## src/rtl/uart_transmitter.sv

```systemverilog
// -----------------------------------------------------------------------------
// uart_transmitter
//   Serialises bytes onto a UART line as 8N1 frames: one start bit, eight data
//   bits sent LSB first, one stop bit. A small FIFO sits between the producer
//   and the line, so queued bytes go out back-to-back with no idle gap.
//
// Parameters
//   comm_clk_frequency : clk frequency in Hz
//   baud_rate          : line rate in bit/s
//   fifo_depth_log2    : log2 of FIFO depth (depth = 2**fifo_depth_log2)
//
// Ports
//   clk         in   system clock, all logic on posedge
//   reset_n     in   synchronous active-low reset
//   rx_new_byte in   one-cycle strobe: rx_byte is to be sent
//   rx_byte     in   [7:0] byte to send, valid while rx_new_byte is high
//   tx_ready    out  FIFO can accept a byte this cycle
//   tx_idle     out  FIFO empty and no frame in progress (registered)
//   uart_tx     out  serial line, idle high (registered)
//
// Optional feature macro: UART_TRANSMITTER_PARITY_EN
//   When defined, an even-parity bit is sent between the last data bit and the
//   stop bit (11-period frame). When undefined, no parity logic exists.
// -----------------------------------------------------------------------------
module uart_transmitter #(
  parameter int comm_clk_frequency = 100000000,
  parameter int baud_rate          = 115200,
  parameter int fifo_depth_log2    = 2
) (
  input  logic       clk,
  input  logic       reset_n,
  input  logic       rx_new_byte,
  input  logic [7:0] rx_byte,
  output logic       tx_ready,
  output logic       tx_idle,
  output logic       uart_tx
);

  localparam int DEPTH = 1 << fifo_depth_log2;
  // A depth-1 FIFO still needs a 1-bit pointer; wrap is explicit below.
  localparam int PTR_W = (fifo_depth_log2 > 0) ? fifo_depth_log2 : 1;
  localparam int CNT_W = fifo_depth_log2 + 1;

  localparam logic [15:0]      BAUD_DELAY = 16'(comm_clk_frequency / baud_rate - 1);
  localparam logic [PTR_W-1:0] LAST_PTR   = PTR_W'(DEPTH - 1);
  localparam logic [CNT_W-1:0] FULL_CNT   = CNT_W'(DEPTH);

`ifdef UART_TRANSMITTER_PARITY_EN
  typedef enum logic [2:0] {ST_IDLE, ST_START, ST_DATA, ST_PARITY, ST_STOP} state_t;
`else
  typedef enum logic [1:0] {ST_IDLE, ST_START, ST_DATA, ST_STOP} state_t;
`endif

  function automatic logic [PTR_W-1:0] ptr_inc(input logic [PTR_W-1:0] p);
    return (p == LAST_PTR) ? '0 : p + PTR_W'(1);
  endfunction

  state_t           r_state,    w_state_next;
  logic [CNT_W-1:0] r_count,    w_count_next;
  logic [PTR_W-1:0] r_rd_ptr;
  logic [PTR_W-1:0] r_wr_ptr;
  logic [7:0]       r_shift,    w_shift_next;
  logic [2:0]       r_bit_idx,  w_bit_idx_next;
  logic [15:0]      r_baud_cnt, w_baud_cnt_next;
  logic             r_tx,       w_tx_next;
  logic             r_idle;
  logic [7:0]       r_mem [DEPTH];
`ifdef UART_TRANSMITTER_PARITY_EN
  logic             r_parity;
`endif

  logic       w_push;
  logic       w_pop;
  logic       w_fifo_empty;
  logic       w_period_end;
  logic [7:0] w_head;

  // tx_ready comes from the count before the edge, so a full FIFO refuses a
  // push even when a pop happens on the same edge.
  assign tx_ready     = (r_count < FULL_CNT);
  assign w_push       = rx_new_byte & tx_ready;
  assign w_fifo_empty = (r_count == '0);
  assign w_period_end = (r_baud_cnt == BAUD_DELAY);
  assign w_head       = r_mem[r_rd_ptr];

  assign tx_idle = r_idle;
  assign uart_tx = r_tx;

  // NOTE: every output of this block gets a default before the case, so no
  // path leaves a signal unassigned and no latch is inferred.
  always_comb begin
    w_state_next    = r_state;
    w_shift_next    = r_shift;
    w_bit_idx_next  = r_bit_idx;
    w_tx_next       = r_tx;
    w_pop           = 1'b0;
    // The baud counter only runs while a frame is on the line.
    w_baud_cnt_next = (r_state == ST_IDLE || w_period_end) ? '0 : r_baud_cnt + 16'd1;

    case (r_state)
      ST_IDLE: begin
        if (!w_fifo_empty) begin
          w_pop        = 1'b1;
          w_shift_next = w_head;
          w_tx_next    = 1'b0;
          w_state_next = ST_START;
        end
      end
      ST_START: begin
        if (w_period_end) begin
          w_tx_next      = r_shift[0];
          w_bit_idx_next = 3'd0;
          w_state_next   = ST_DATA;
        end
      end
      ST_DATA: begin
        if (w_period_end) begin
          if (r_bit_idx == 3'd7) begin
`ifdef UART_TRANSMITTER_PARITY_EN
            w_tx_next    = r_parity;
            w_state_next = ST_PARITY;
`else
            w_tx_next    = 1'b1;
            w_state_next = ST_STOP;
`endif
          end else begin
            w_shift_next   = {1'b0, r_shift[7:1]};
            w_tx_next      = r_shift[1];
            w_bit_idx_next = r_bit_idx + 3'd1;
          end
        end
      end
`ifdef UART_TRANSMITTER_PARITY_EN
      ST_PARITY: begin
        if (w_period_end) begin
          w_tx_next    = 1'b1;
          w_state_next = ST_STOP;
        end
      end
`endif
      ST_STOP: begin
        if (w_period_end) begin
          // Chain straight into the next start bit so frames stay contiguous.
          if (!w_fifo_empty) begin
            w_pop        = 1'b1;
            w_shift_next = w_head;
            w_tx_next    = 1'b0;
            w_state_next = ST_START;
          end else begin
            w_state_next = ST_IDLE;
          end
        end
      end
      default: w_state_next = ST_IDLE;
    endcase
  end

  always_comb begin
    case ({w_push, w_pop})
      2'b10:   w_count_next = r_count + CNT_W'(1);
      2'b01:   w_count_next = r_count - CNT_W'(1);
      default: w_count_next = r_count;
    endcase
  end

  // NOTE: state registers use non-blocking assignments so every register
  // samples the pre-edge values, independent of statement order.
  always_ff @(posedge clk) begin
    if (!reset_n) begin
      r_state    <= ST_IDLE;
      r_count    <= '0;
      r_rd_ptr   <= '0;
      r_wr_ptr   <= '0;
      r_shift    <= '0;
      r_bit_idx  <= '0;
      r_baud_cnt <= '0;
      r_tx       <= 1'b1;
      r_idle     <= 1'b1;
`ifdef UART_TRANSMITTER_PARITY_EN
      r_parity   <= 1'b0;
`endif
    end else begin
      r_state    <= w_state_next;
      r_count    <= w_count_next;
      r_shift    <= w_shift_next;
      r_bit_idx  <= w_bit_idx_next;
      r_baud_cnt <= w_baud_cnt_next;
      r_tx       <= w_tx_next;
      r_idle     <= (w_state_next == ST_IDLE) && (w_count_next == '0);
      if (w_push) r_wr_ptr <= ptr_inc(r_wr_ptr);
      if (w_pop)  r_rd_ptr <= ptr_inc(r_rd_ptr);
`ifdef UART_TRANSMITTER_PARITY_EN
      if (w_pop)  r_parity <= ^w_head;
`endif
    end
  end

  // NOTE: the FIFO storage is deliberately not reset; the pointers and count
  // define which entries are valid, so stale contents are never read.
  always_ff @(posedge clk) begin
    if (w_push) r_mem[r_wr_ptr] <= rx_byte;
  end

endmodule

```

## config.mk

```make
export PLATFORM = sky130hd
export DESIGN_NAME = uart_transmitter
export DESIGN_NICKNAME = d
export VERILOG_FILES = /design/src/rtl/uart_transmitter.sv
export SDC_FILE = /design/constraint.sdc
export NUM_CORES = 1
export LEC_CHECK = 0
export BUFFER_PORTS_ARGS = -buffer_cell sky130_fd_sc_hd__buf_2
export CORE_ASPECT_RATIO = 1.75
export CORE_MARGIN = 2
export CORE_UTILIZATION = 60
export DETAILED_ROUTE_END_ITERATION = 8
export HOLD_SLACK_MARGIN = 0.02
export PLACE_DENSITY = 0.9
export SKIP_CTS_REPAIR_TIMING = 1
export SLEW_MARGIN = 5
export SYNTH_ARGS = -nofsm -noshare
export SYNTH_HDL_FRONTEND = slang
export SYNTH_SLANG_ARGS = --single-unit
```

## constraint.sdc

```tcl
create_clock -name clk -period 4.35 [get_ports clk]
set_input_delay 0.2175 -clock clk [delete_from_list [all_inputs] [get_ports clk]]
set_output_delay 0.2175 -clock clk [all_outputs]
set_load 0.01 [all_outputs]
```

==> impl_metrics.tcl, run 1 <==
set metrics [dict create \
    outcome "finished, final reports clean" \
    start_kind "register" \
    via_per_inst 5.803 \
    drt_iter0_markers 78 \
    finalNetCount 322 \
    timing.reg2reg.setup_slack_ns 1.20 \
    1st_pass_router_iterations 6 \
    finalMaxSlewViolations 0 \
    timing.critical_path.required_ns 4.60 \
    share_of_the_core_filled_with_cells_in_the_final_layout_pct 67.52 \
    critPathSlowestCell "sky130_fd_sc_hd__nor3_1" \
    min_delay_worst_endpoint "r_mem[2][1]" \
    cts.sinks 72 \
    fp.coreArea_mm2 0.005255 \
    area_delta_synth_final_pct 8.079 \
    hold_viol 0 \
    cp_slowest_stage_delay_ns 0.45 \
    post-place-cells 340 \
    r2r_cells 13 \
    grt_first_pass_wirelength_mm 8.997 \
    detail_route.drc_violations 0 \
    rsz0062_at_grt "false" \
    timing.rr.start "r_baud_cnt[0]" \
    path_class "register to register" \
    final_period_minus_worst_setup_slack_ns 3.147 \
    floorplan.initialDensity_pct 62.48 \
    num_vias 2066 \
    final.hold.worst_slack_ns 0.07460 \
    vertical_extent_of_the_die_um 101.9 \
    synth.avg_cell_area_um2 11.60 \
    layout.cells.non_filler 356 \
    part_of_the_yosys_area_used_for_sequential_elements_pct 53.66 \
    final_worst_path_period_share_pct 72.34 \
    buffer_ports.inserted 13 \
    postSynthNetCount 309 \
    antenna_cells 0 \
    maximum_buffer_depth_of_the_clock_tree 2 \
    via_count_of_the_first_global_routing_pass 2074 \
    leakagePower_nw 1.279 \
    postSynthCellCount 283 \
    sum_of_negative_setup_slack_ns 0 \
    rr_endpoint "tx_idle" \
    crit_path_cell_trace "ha_1, and4bb_2, and4_1, a21oi_1, nor3_1, ha_1, inv_1, fa_1, xor2_1, nor2_1, xnor2_1, and2_1, a2111oi_4" \
    grt_overflow_total 0 \
    layout-drive-gt1-share_pct 16.28 \
    hpwl_mm 3.767 \
    worstHoldStart "rx_byte[1]" \
    grt_max_degree 27 \
    cts_made_buffers 9 \
    grt_antenna_before_repair 0 \
    max_clock_freq_mhz 317.8 \
    detail-route-antenna-nets 0 \
    preCtsSetupSlack_ns 1.195 \
    num_io_pins 14 \
    cts.reportedPaths.clkPinSlew_ns 0.09 \
    maxCapViolations 0 \
    critPathCaptureType "register" \
    critical_path_peak_fanout 4 \
    tritoncts "yes" \
    p_per_area_mw_per_mm2 542.4 \
    clock_latency_ns 0.35 \
    fin_area_mm2 0.003548 \
    die_x_um 59.92 \
    timing.critical_path.arrival_ns 3.40 \
    yosysWarnings 0 \
    synthArstFlopShare_pct 0 \
    cts_root_buf "sky130_fd_sc_hd__clkbuf_8" \
    ir_drop_mv 0.4499 \
    mappedNetlistArea_mm2 0.003283 \
    dominantRegCellSynth "sky130_fd_sc_hd__dfxtp_1" \
    postSynthRegisterBits 72 \
    report.final.setup_viol 0 \
    synth-edff-count 32 \
    groute.usage.overall_pct 20.10 \
    power_mw 1.925 \
    rows 35 \
    clock_tree.htree_level_count 3 \
    placement.cell_area_mm2 0.003362 \
    wl_per_cell_um 14.97 \
    yosysUniqueCellTypes 46 \
    fin_worst_skew_ns 0.01493 \
    timing.hold.worst_path_depth 1 \
    die_area_mm2 0.006103 \
    measured_slew_at_the_worst_slew_check_pin_ns 0.7897 \
    hp-class "primary input to register" \
    critical_path.most_common_cell "sky130_fd_sc_hd__ha_1" \
    timing.slew.headroom_pct 46.95 \
    setup_slack_ns 1.203 \
    wl_mm 5.328 \
    final_weighted_congestion_of_routability_driven_global_placement 0.8075 \
]
## logic make-up after synthesis
family / Yosys count / share of synthesized area [%]
adders and majority gates: 15 / 5.945
DFF: 72 / 53.66
muxes: 17 / 8.232
buffers and inverters: 27 / 3.620
AOI/OAI and AO/OA: 32 / 7.394
xor gates and xnor gates: 16 / 4.268
and+or+nand+nor: 104 / 16.88
## area by class of cell
type,count,area (um2)
Inverter,15,56.30
Timing Repair Buffer,14,72.57
Clock inverter,7,62.56
Multi-Input combinational cell,184,1403
Fill cell,396,1707
Sequential cell,72,1762
Tap cell,55,68.82
Clock buffer,9,123.9
## cell usage after synthesis, drive strengths merged, types with 2 or more instances
library cell / n / area, um2
a21oi: 6 / 30.03
nor3: 7 / 35.03
o21ai: 12 / 60.06
mux4: 8 / 180.2
nand4: 3 / 18.77
edfxtp: 32 / 960.9
a22oi: 3 / 22.52
dfxtp: 40 / 800.8
o311a: 2 / 31.28
o21a: 2 / 15.01
nand2: 17 / 63.81
mux2i: 9 / 90.09
nor2b: 4 / 25.02
clkbuf: 11 / 51.30
xor2: 4 / 35.03
and3: 9 / 57.56
inv: 15 / 56.30
and2: 8 / 50.05
xnor2: 12 / 105.1
or3: 8 / 51.30
nor2: 28 / 105.1
nand2b: 3 / 18.77
ha: 14 / 175.2
nand3: 8 / 40.04
## critical path, delay by kind of cell, from the launching register on
family                     cells  cell delay [ns]
AOI/OAI and AO/OA              2             0.35
xor gates and xnor gates       2             0.22
adders and majority gates      3             0.88
buffers and inverters          1             0.06
DFF                            1             0.35
and+or+nand+nor                5             1.21
## report_power, final
| group | switching (mW) | internal, mW | leakage [nW] | total [mW] |
|---|---|---|---|---|
| Combinational | 0.276 | 0.275 | 0.566 | 0.551 |
| Sequential | 0.0765 | 0.813 | 0.620 | 0.890 |
| Clock | 0.267 | 0.217 | 0.0923 | 0.484 |
## state kept, by name, indices dropped and copies added, names as in the netlist, named ones only
name        cells
r_mem          32
r_baud_cnt     16
r_shift         8
r_bit_idx       3
r_count         3
r_rd_ptr        2
r_state         2
r_wr_ptr        2
tx_idle         1
uart_tx         1
## metal layers
layer  global-route usage (%)  wire [um]
met1                    20.80       2105
met2                    36.12       3007
met3                    5.443        109
met4                    9.573        106
met5                        0          0
## how the worst max path moves through the flow
stage,startpoint,to,cells past startpoint
3_5_place_dp,r_baud_cnt[0],tx_idle,13
6_report,r_baud_cnt[0],tx_idle,13
2_1_floorplan,r_baud_cnt[0],tx_idle,13
3_3_place_gp,r_baud_cnt[0],tx_idle,13
4_1_cts,r_baud_cnt[0],tx_idle,13
5_1_grt,r_baud_cnt[0],tx_idle,13
## placed cells by master (no fill, tap or decap), types with 4 or more instances in the layout
cell | netlist | layout
sky130_fd_sc_hd__a21oi_1 | 6 | 6
sky130_fd_sc_hd__and2_1 | 8 | 8
sky130_fd_sc_hd__and3_1 | 8 | 8
sky130_fd_sc_hd__buf_2 | 0 | 13
sky130_fd_sc_hd__clkbuf_8 | 1 | 9
sky130_fd_sc_hd__dfxtp_1 | 40 | 40
sky130_fd_sc_hd__edfxtp_1 | 32 | 32
sky130_fd_sc_hd__ha_1 | 14 | 14
sky130_fd_sc_hd__inv_1 | 15 | 15
sky130_fd_sc_hd__mux2i_1 | 9 | 9
sky130_fd_sc_hd__mux4_2 | 8 | 8
sky130_fd_sc_hd__nand2_1 | 17 | 17
sky130_fd_sc_hd__nand3_1 | 8 | 8
sky130_fd_sc_hd__nor2_1 | 28 | 28
sky130_fd_sc_hd__nor2b_1 | 4 | 4
sky130_fd_sc_hd__nor3_1 | 7 | 7
sky130_fd_sc_hd__o21ai_0 | 12 | 12
sky130_fd_sc_hd__or3_1 | 7 | 7
sky130_fd_sc_hd__xnor2_1 | 12 | 12
sky130_fd_sc_hd__xor2_1 | 4 | 4
Power figures use the tool's default switching activity.
==> inputs of run 2 (changes only) <==
==> constraint.sdc (replaced) <==
create_clock -name clk -period 3.25 [get_ports clk]
set_input_delay 0.1625 -clock clk [delete_from_list [all_inputs] [get_ports clk]]
set_output_delay 0.1625 -clock clk [all_outputs]
set_load 0.01 [all_outputs]
==> run 2 against run 1 <==
Compared with the run above: count of clock-buffer cells in the layout did not move; sequential power grew 35%; register-to-register slack worse by 0.95 ns; fmax grew 4.9%; combinational power grew 42%; clock power is 37% higher; critical path depth is the same; design area rose by 2.4%; clock skew shrank 0.0037 ns; power increased by 37%; final cell count up 2.5%.
==> impl_metrics.tcl, run 2 (synthesis results as in run 1) <==
set metrics [dict create \
    tritoncts "yes" \
    die_area_mm2 0.006103 \
    cts.sinks 72 \
    share_clk_of_total_power_pct 25.2 \
    top_register "r_mem" \
    cp_slowest_stage_delay_ns 0.37 \
    grt_max_degree 27 \
    hp-class "primary input to register" \
    grt_first_pass_wirelength_mm 9.321 \
    buffer_ports.inserted 13 \
    setup_slack_ns 0.2490 \
    critical_path_peak_fanout 4 \
    fin_worst_skew_ns 0.01126 \
    cts_root_buf "sky130_fd_sc_hd__clkbuf_8" \
    final.hold.worst_slack_ns 0.03246 \
    post-place-cells 343 \
    vertical_extent_of_the_die_um 101.9 \
    report.final.setup_viol 0 \
    maxCapViolations 0 \
    most-common-layout-cells "sky130_fd_sc_hd__dfxtp_1, sky130_fd_sc_hd__edfxtp_1, sky130_fd_sc_hd__nor2_1" \
    leakagePower_nw 1.312 \
    finalMaxSlewViolations 0 \
    critPathCaptureType "register" \
    layout.cells.non_filler 365 \
    area_delta_synth_final_pct 10.67 \
    start_kind "register" \
    reg_top3 "r_mem (32), r_baud_cnt (16), r_shift (8)" \
    1st_pass_router_iterations 4 \
    cell_internal_pwr_mw 1.764 \
    timing.critical_path.arrival_ns 3.27 \
    grt_overflow_total 0 \
    die_x_um 59.92 \
    p_per_area_mw_per_mm2 727.0 \
    largest_reg_flops 32 \
    hpwl_mm 3.955 \
    sum_of_negative_setup_slack_ns 0 \
    grt_antenna_before_repair 0 \
    num_vias 2162 \
    measured_slew_at_the_worst_slew_check_pin_ns 0.7748 \
    rows 35 \
    detail-route-antenna-nets 0 \
    share_of_the_core_filled_with_cells_in_the_final_layout_pct 69.14 \
    crit_path_cell_trace "ha_1, and4bb_2, and4_1, a21oi_1, nor3_2, ha_1, inv_1, fa_1, xor2_1, nor2_1, xnor2_1, and2_1, a2111oi_4" \
    wl_mm 5.966 \
    clock_tree.htree_level_count 3 \
    finalNetCount 331 \
    final_period_minus_worst_setup_slack_ns 3.001 \
    critPathSlowestCell "sky130_fd_sc_hd__fa_1" \
    switching_share_pct 33.22 \
    via_per_inst 5.923 \
    path_class "register to register" \
    seq_power_share_pct 45.2 \
    timing.critical_path.required_ns 3.52 \
    hold_viol 0 \
    layout-drive-gt1-share_pct 17.10 \
    max_clock_freq_mhz 333.2 \
    cts.reportedPaths.clkPinSlew_ns 0.08 \
    antenna_cells 0 \
    via_count_of_the_first_global_routing_pass 2082 \
    detail_route.drc_violations 0 \
    preCtsSetupSlack_ns 0.09816 \
    cts_made_buffers 9 \
    final_worst_path_period_share_pct 92.34 \
    total_switching_power_mw 0.8775 \
    timing.slew.headroom_pct 48.25 \
    groute.usage.overall_pct 20.91 \
    rsz0062_at_grt "false" \
    drt_iter0_markers 119 \
    fp.coreArea_mm2 0.005255 \
    maximum_buffer_depth_of_the_clock_tree 2 \
    layout_commonest_cell "sky130_fd_sc_hd__dfxtp_1" \
    wl_per_cell_um 16.35 \
    clock_latency_ns 0.36 \
    power_frac_comb_pct 29.6 \
    ir_drop_mv 0.5914 \
    floorplan.initialDensity_pct 62.48 \
    outcome "finished, final reports clean" \
    final_weighted_congestion_of_routability_driven_global_placement 0.8239 \
    num_io_pins 14 \
    critical_path.most_common_cell "sky130_fd_sc_hd__ha_1" \
]
## run 2: metal layers
metal | track usage, % | wire length, um | vias to the layer above
met3 | 5.696 | 178 | 14
met2 | 37.21 | 3369 | 52
met1 | 22.29 | 2274 | 1045
met5 | 0 | 0 | -
met4 | 9.402 | 143 | 0
li1 | - | - | 1051
## run 2: power by group through the flow
stage / sequential, mW / clock, mW / combinational (mW)
floorplan: 1.16 / 0 / 0.630
global placement: 1.20 / 0 / 0.716
detailed placement: 1.21 / 0 / 0.752
CTS: 1.19 / 0.673 / 0.760
global route: 1.21 / 0.717 / 0.861
finish: 1.20 / 0.665 / 0.781
## run 2: worst paths after layout
path	start	endpoint	slack, ns	depth (start not counted)
setup reg to reg	r_baud_cnt[0]	tx_idle	0.25	13
hold / removal	rx_byte[5]	r_mem[0][5]	0.03	1
setup / recovery	r_baud_cnt[0]	tx_idle	0.25	13
hold reg to reg	r_baud_cnt[0]	r_baud_cnt[0]	0.45	1
## run 2: cell type report
| type | count | area, um2 |
|---|---|---|
| Sequential cell | 72 | 1762 |
| Fill cell | 365 | 1622 |
| Multi-Input combinational cell | 184 | 1408 |
| Timing Repair Buffer | 23 | 155.1 |
| Clock buffer | 9 | 123.9 |
| Tap cell | 55 | 68.82 |
| Clock inverter | 7 | 60.06 |
| Inverter | 15 | 56.30 |
## run 2: critical path, delay by kind of cell, from the launching register on
family	cells	cell delay, ns
AOI/OAI and AO/OA	2	0.35
xor gates and xnor gates	2	0.22
adders and majority gates	3	0.84
buffers and inverters	1	0.06
DFF	1	0.35
and+or+nand+nor	5	1.08
## run 2: stage by stage
stage | area, um2 | power, mW
2_1_floorplan | 3283 | 1.792
3_3_place_gp | 3385 | 1.918
3_5_place_dp | 3385 | 1.965
4_1_cts | 3568 | 2.627
5_1_grt | 3633 | 2.787
6_report | 3633 | 2.642
==> inputs of run 3 (changes only) <==
--- a/config.mk
+++ b/config.mk
@@ -6,12 +6,14 @@
 export NUM_CORES = 1
 export LEC_CHECK = 0
 export BUFFER_PORTS_ARGS = -buffer_cell sky130_fd_sc_hd__buf_2
-export CORE_ASPECT_RATIO = 1.75
+export CELL_PAD_IN_SITES_DETAIL_PLACEMENT = 0
+export CELL_PAD_IN_SITES_GLOBAL_PLACEMENT = 1
+export CORE_ASPECT_RATIO = 0.8
 export CORE_MARGIN = 2
-export CORE_UTILIZATION = 60
+export CORE_UTILIZATION = 45
 export DETAILED_ROUTE_END_ITERATION = 8
 export HOLD_SLACK_MARGIN = 0.02
-export PLACE_DENSITY = 0.9
+export PLACE_DENSITY = 0.87
 export SKIP_CTS_REPAIR_TIMING = 1
 export SLEW_MARGIN = 5
 export SYNTH_ARGS = -nofsm -noshare
==> constraint.sdc (replaced) <==
create_clock -name clk -period 2.4 [get_ports clk]
set_input_delay 0.12 -clock clk [delete_from_list [all_inputs] [get_ports clk]]
set_output_delay 0.12 -clock clk [all_outputs]
set_load 0.01 [all_outputs]
==> run 3 against run 2 <==
Compared with the run above: critical endpoint unchanged; fmax increased by 13%; largest cell class unchanged; worst setup slack worse by 0.49 ns; sequential power increased by 35%; final cell count is 16% higher; non-clock buffer count grew 27; register-to-register slack worse by 0.49 ns; critical path depth fell by 3; power rose by 42%; the flow now finishes with violations (negative setup slack); wire length is 5.4% higher; sequential share of layout area fell by 3.5 points; highest routed layer unchanged.
==> impl_metrics.tcl, run 3 (synthesis results as in run 1) <==
set metrics [dict create \
    outcome "finished with violations" \
    violations "negative setup slack" \
    groute.usage.overall_pct 16.73 \
    cts_root_buf "sky130_fd_sc_hd__clkbuf_8" \
    path_class "register to register" \
    num_io_pins 14 \
    drt_iter0_markers 92 \
    detail_route.drc_violations 0 \
    fp.coreArea_mm2 0.006959 \
    layout-drive-gt1-share_pct 25.82 \
    rows 27 \
    num_vias 2192 \
    1st_pass_router_iterations 4 \
    reg_top3 "r_mem (32), r_baud_cnt (16), r_shift (8)" \
    cts.reportedPaths.clkPinSlew_ns 0.09 \
    post-place-cells 399 \
    crit_start "r_baud_cnt[1]" \
    critical_path_peak_fanout 2 \
    clock_latency_ns 0.36 \
    timing.slew.headroom_pct 65.51 \
    placement.cell_area_mm2 0.003636 \
    max_clock_freq_mhz 378.1 \
    area_delta_synth_final_pct 19.36 \
    final_period_minus_worst_setup_slack_ns 2.645 \
    maxCapViolations 0 \
    die_x_um 99.50 \
    seq_power_share_pct 43.3 \
    grt_antenna_before_repair 0 \
    wl_per_cell_um 14.83 \
    hp-class "primary input to register" \
    cp_slowest_stage_delay_ns 0.54 \
    preCtsSetupSlack_ns -0.2835 \
    final_worst_path_period_share_pct 110.2 \
    leakagePower_nw 1.468 \
    rsz0062_at_grt "true" \
    largest_reg_flops 32 \
    layout_commonest_cell "sky130_fd_sc_hd__dfxtp_1" \
    detail-route-antenna-nets 0 \
    power_mw 3.742 \
    ir_drop_mv 0.6244 \
    via_count_of_the_first_global_routing_pass 2152 \
    most-common-layout-cells "sky130_fd_sc_hd__dfxtp_1, sky130_fd_sc_hd__edfxtp_1, sky130_fd_sc_hd__buf_4" \
    cts.sinks 72 \
    critical-path-top-delay-family "adder cells" \
    critPathSlowestCell "sky130_fd_sc_hd__fa_2" \
    finalMaxSlewViolations 0 \
    worstHoldStart "reset_n" \
    share_of_the_core_filled_with_cells_in_the_final_layout_pct 56.31 \
    final.hold.worst_slack_ns 0.2173 \
    timing.rr.start "r_baud_cnt[1]" \
    vertical_extent_of_the_die_um 80.40 \
    maximum_buffer_depth_of_the_clock_tree 2 \
    final_weighted_congestion_of_routability_driven_global_placement 0.7797 \
    clock_tree.htree_level_count 3 \
    wl_mm 6.290 \
    share_clk_of_total_power_pct 25.4 \
    worstPathBufferInverterCount 1 \
    top_register "r_mem" \
    hold_viol 0 \
    cell_internal_pwr_mw 2.495 \
    finalNetCount 358 \
    switching_share_pct 33.30 \
    floorplan.initialDensity_pct 47.18 \
    p_per_area_mw_per_mm2 954.8 \
    start_kind "register" \
    crit_path_cell_trace "ha_4, and4bb_2, and4_4, a21oi_2, nor3_2, ha_2, inv_2, fa_2, a31oi_1, a2111oi_4" \
    hpwl_mm 4.313 \
    nFillCells 577 \
    layout.cells.non_filler 424 \
    tritoncts "yes" \
    via_per_inst 5.170 \
    timing.critical_path.required_ns 2.66 \
    measured_slew_at_the_worst_slew_check_pin_ns 0.5167 \
    antenna_cells 0 \
    fin_worst_skew_ns 0.01168 \
    critPathCaptureType "register" \
    fin_area_mm2 0.003919 \
    cts_made_buffers 9 \
    grt_max_degree 27 \
    die_area_mm2 0.007999 \
    sum_of_negative_setup_slack_ns -0.3043 \
    grt_first_pass_wirelength_mm 10.25 \
    grt_overflow_total 0 \
    timing.critical_path.arrival_ns 2.90 \
    report.final.setup_viol 2 \
    buffer_ports.inserted 13 \
    setup_slack_ns -0.2447 \
    total_switching_power_mw 1.246 \
    power_frac_comb_pct 31.3 \
]
## run 3: power by group through the flow
stage	combinational, mW	clock, mW	sequential (mW)
after floorplan	0.883	0	1.58
after global placement	1.10	0	1.64
after detailed placement	1.16	0	1.65
after CTS	1.17	0.967	1.62
after global routing	1.31	1.01	1.65
final	1.17	0.950	1.62
## run 3: path summary, 6_finish.rpt
| path | end | slack (ns) | depth (start not counted) |
|---|---|---|---|
| max | tx_idle | -0.24 | 10 |
| min | uart_tx | 0.22 | 2 |
| max reg2reg | tx_idle | -0.24 | 10 |
| min reg2reg | r_bit_idx[0] | 0.52 | 2 |
## run 3: cell type report
class | instances | area [um2] | area share [%]
flip-flops and latches | 72 | 1764 | 45.02
well taps | 87 | 108.9 | 2.778
multi-input cells | 184 | 1434 | 36.59
clock inverters | 7 | 68.82 | 1.756
repair buffers | 50 | 362.8 | 9.259
clock buffers | 9 | 123.9 | 3.161
inverters | 15 | 56.30 | 1.437
## run 3: routing by layer
metal | global-route usage (%) | wire (um)
met3 | 4.874 | 202
met5 | 0 | 0
met1 | 20.98 | 2922
met2 | 27.16 | 3036
met4 | 7.123 | 129
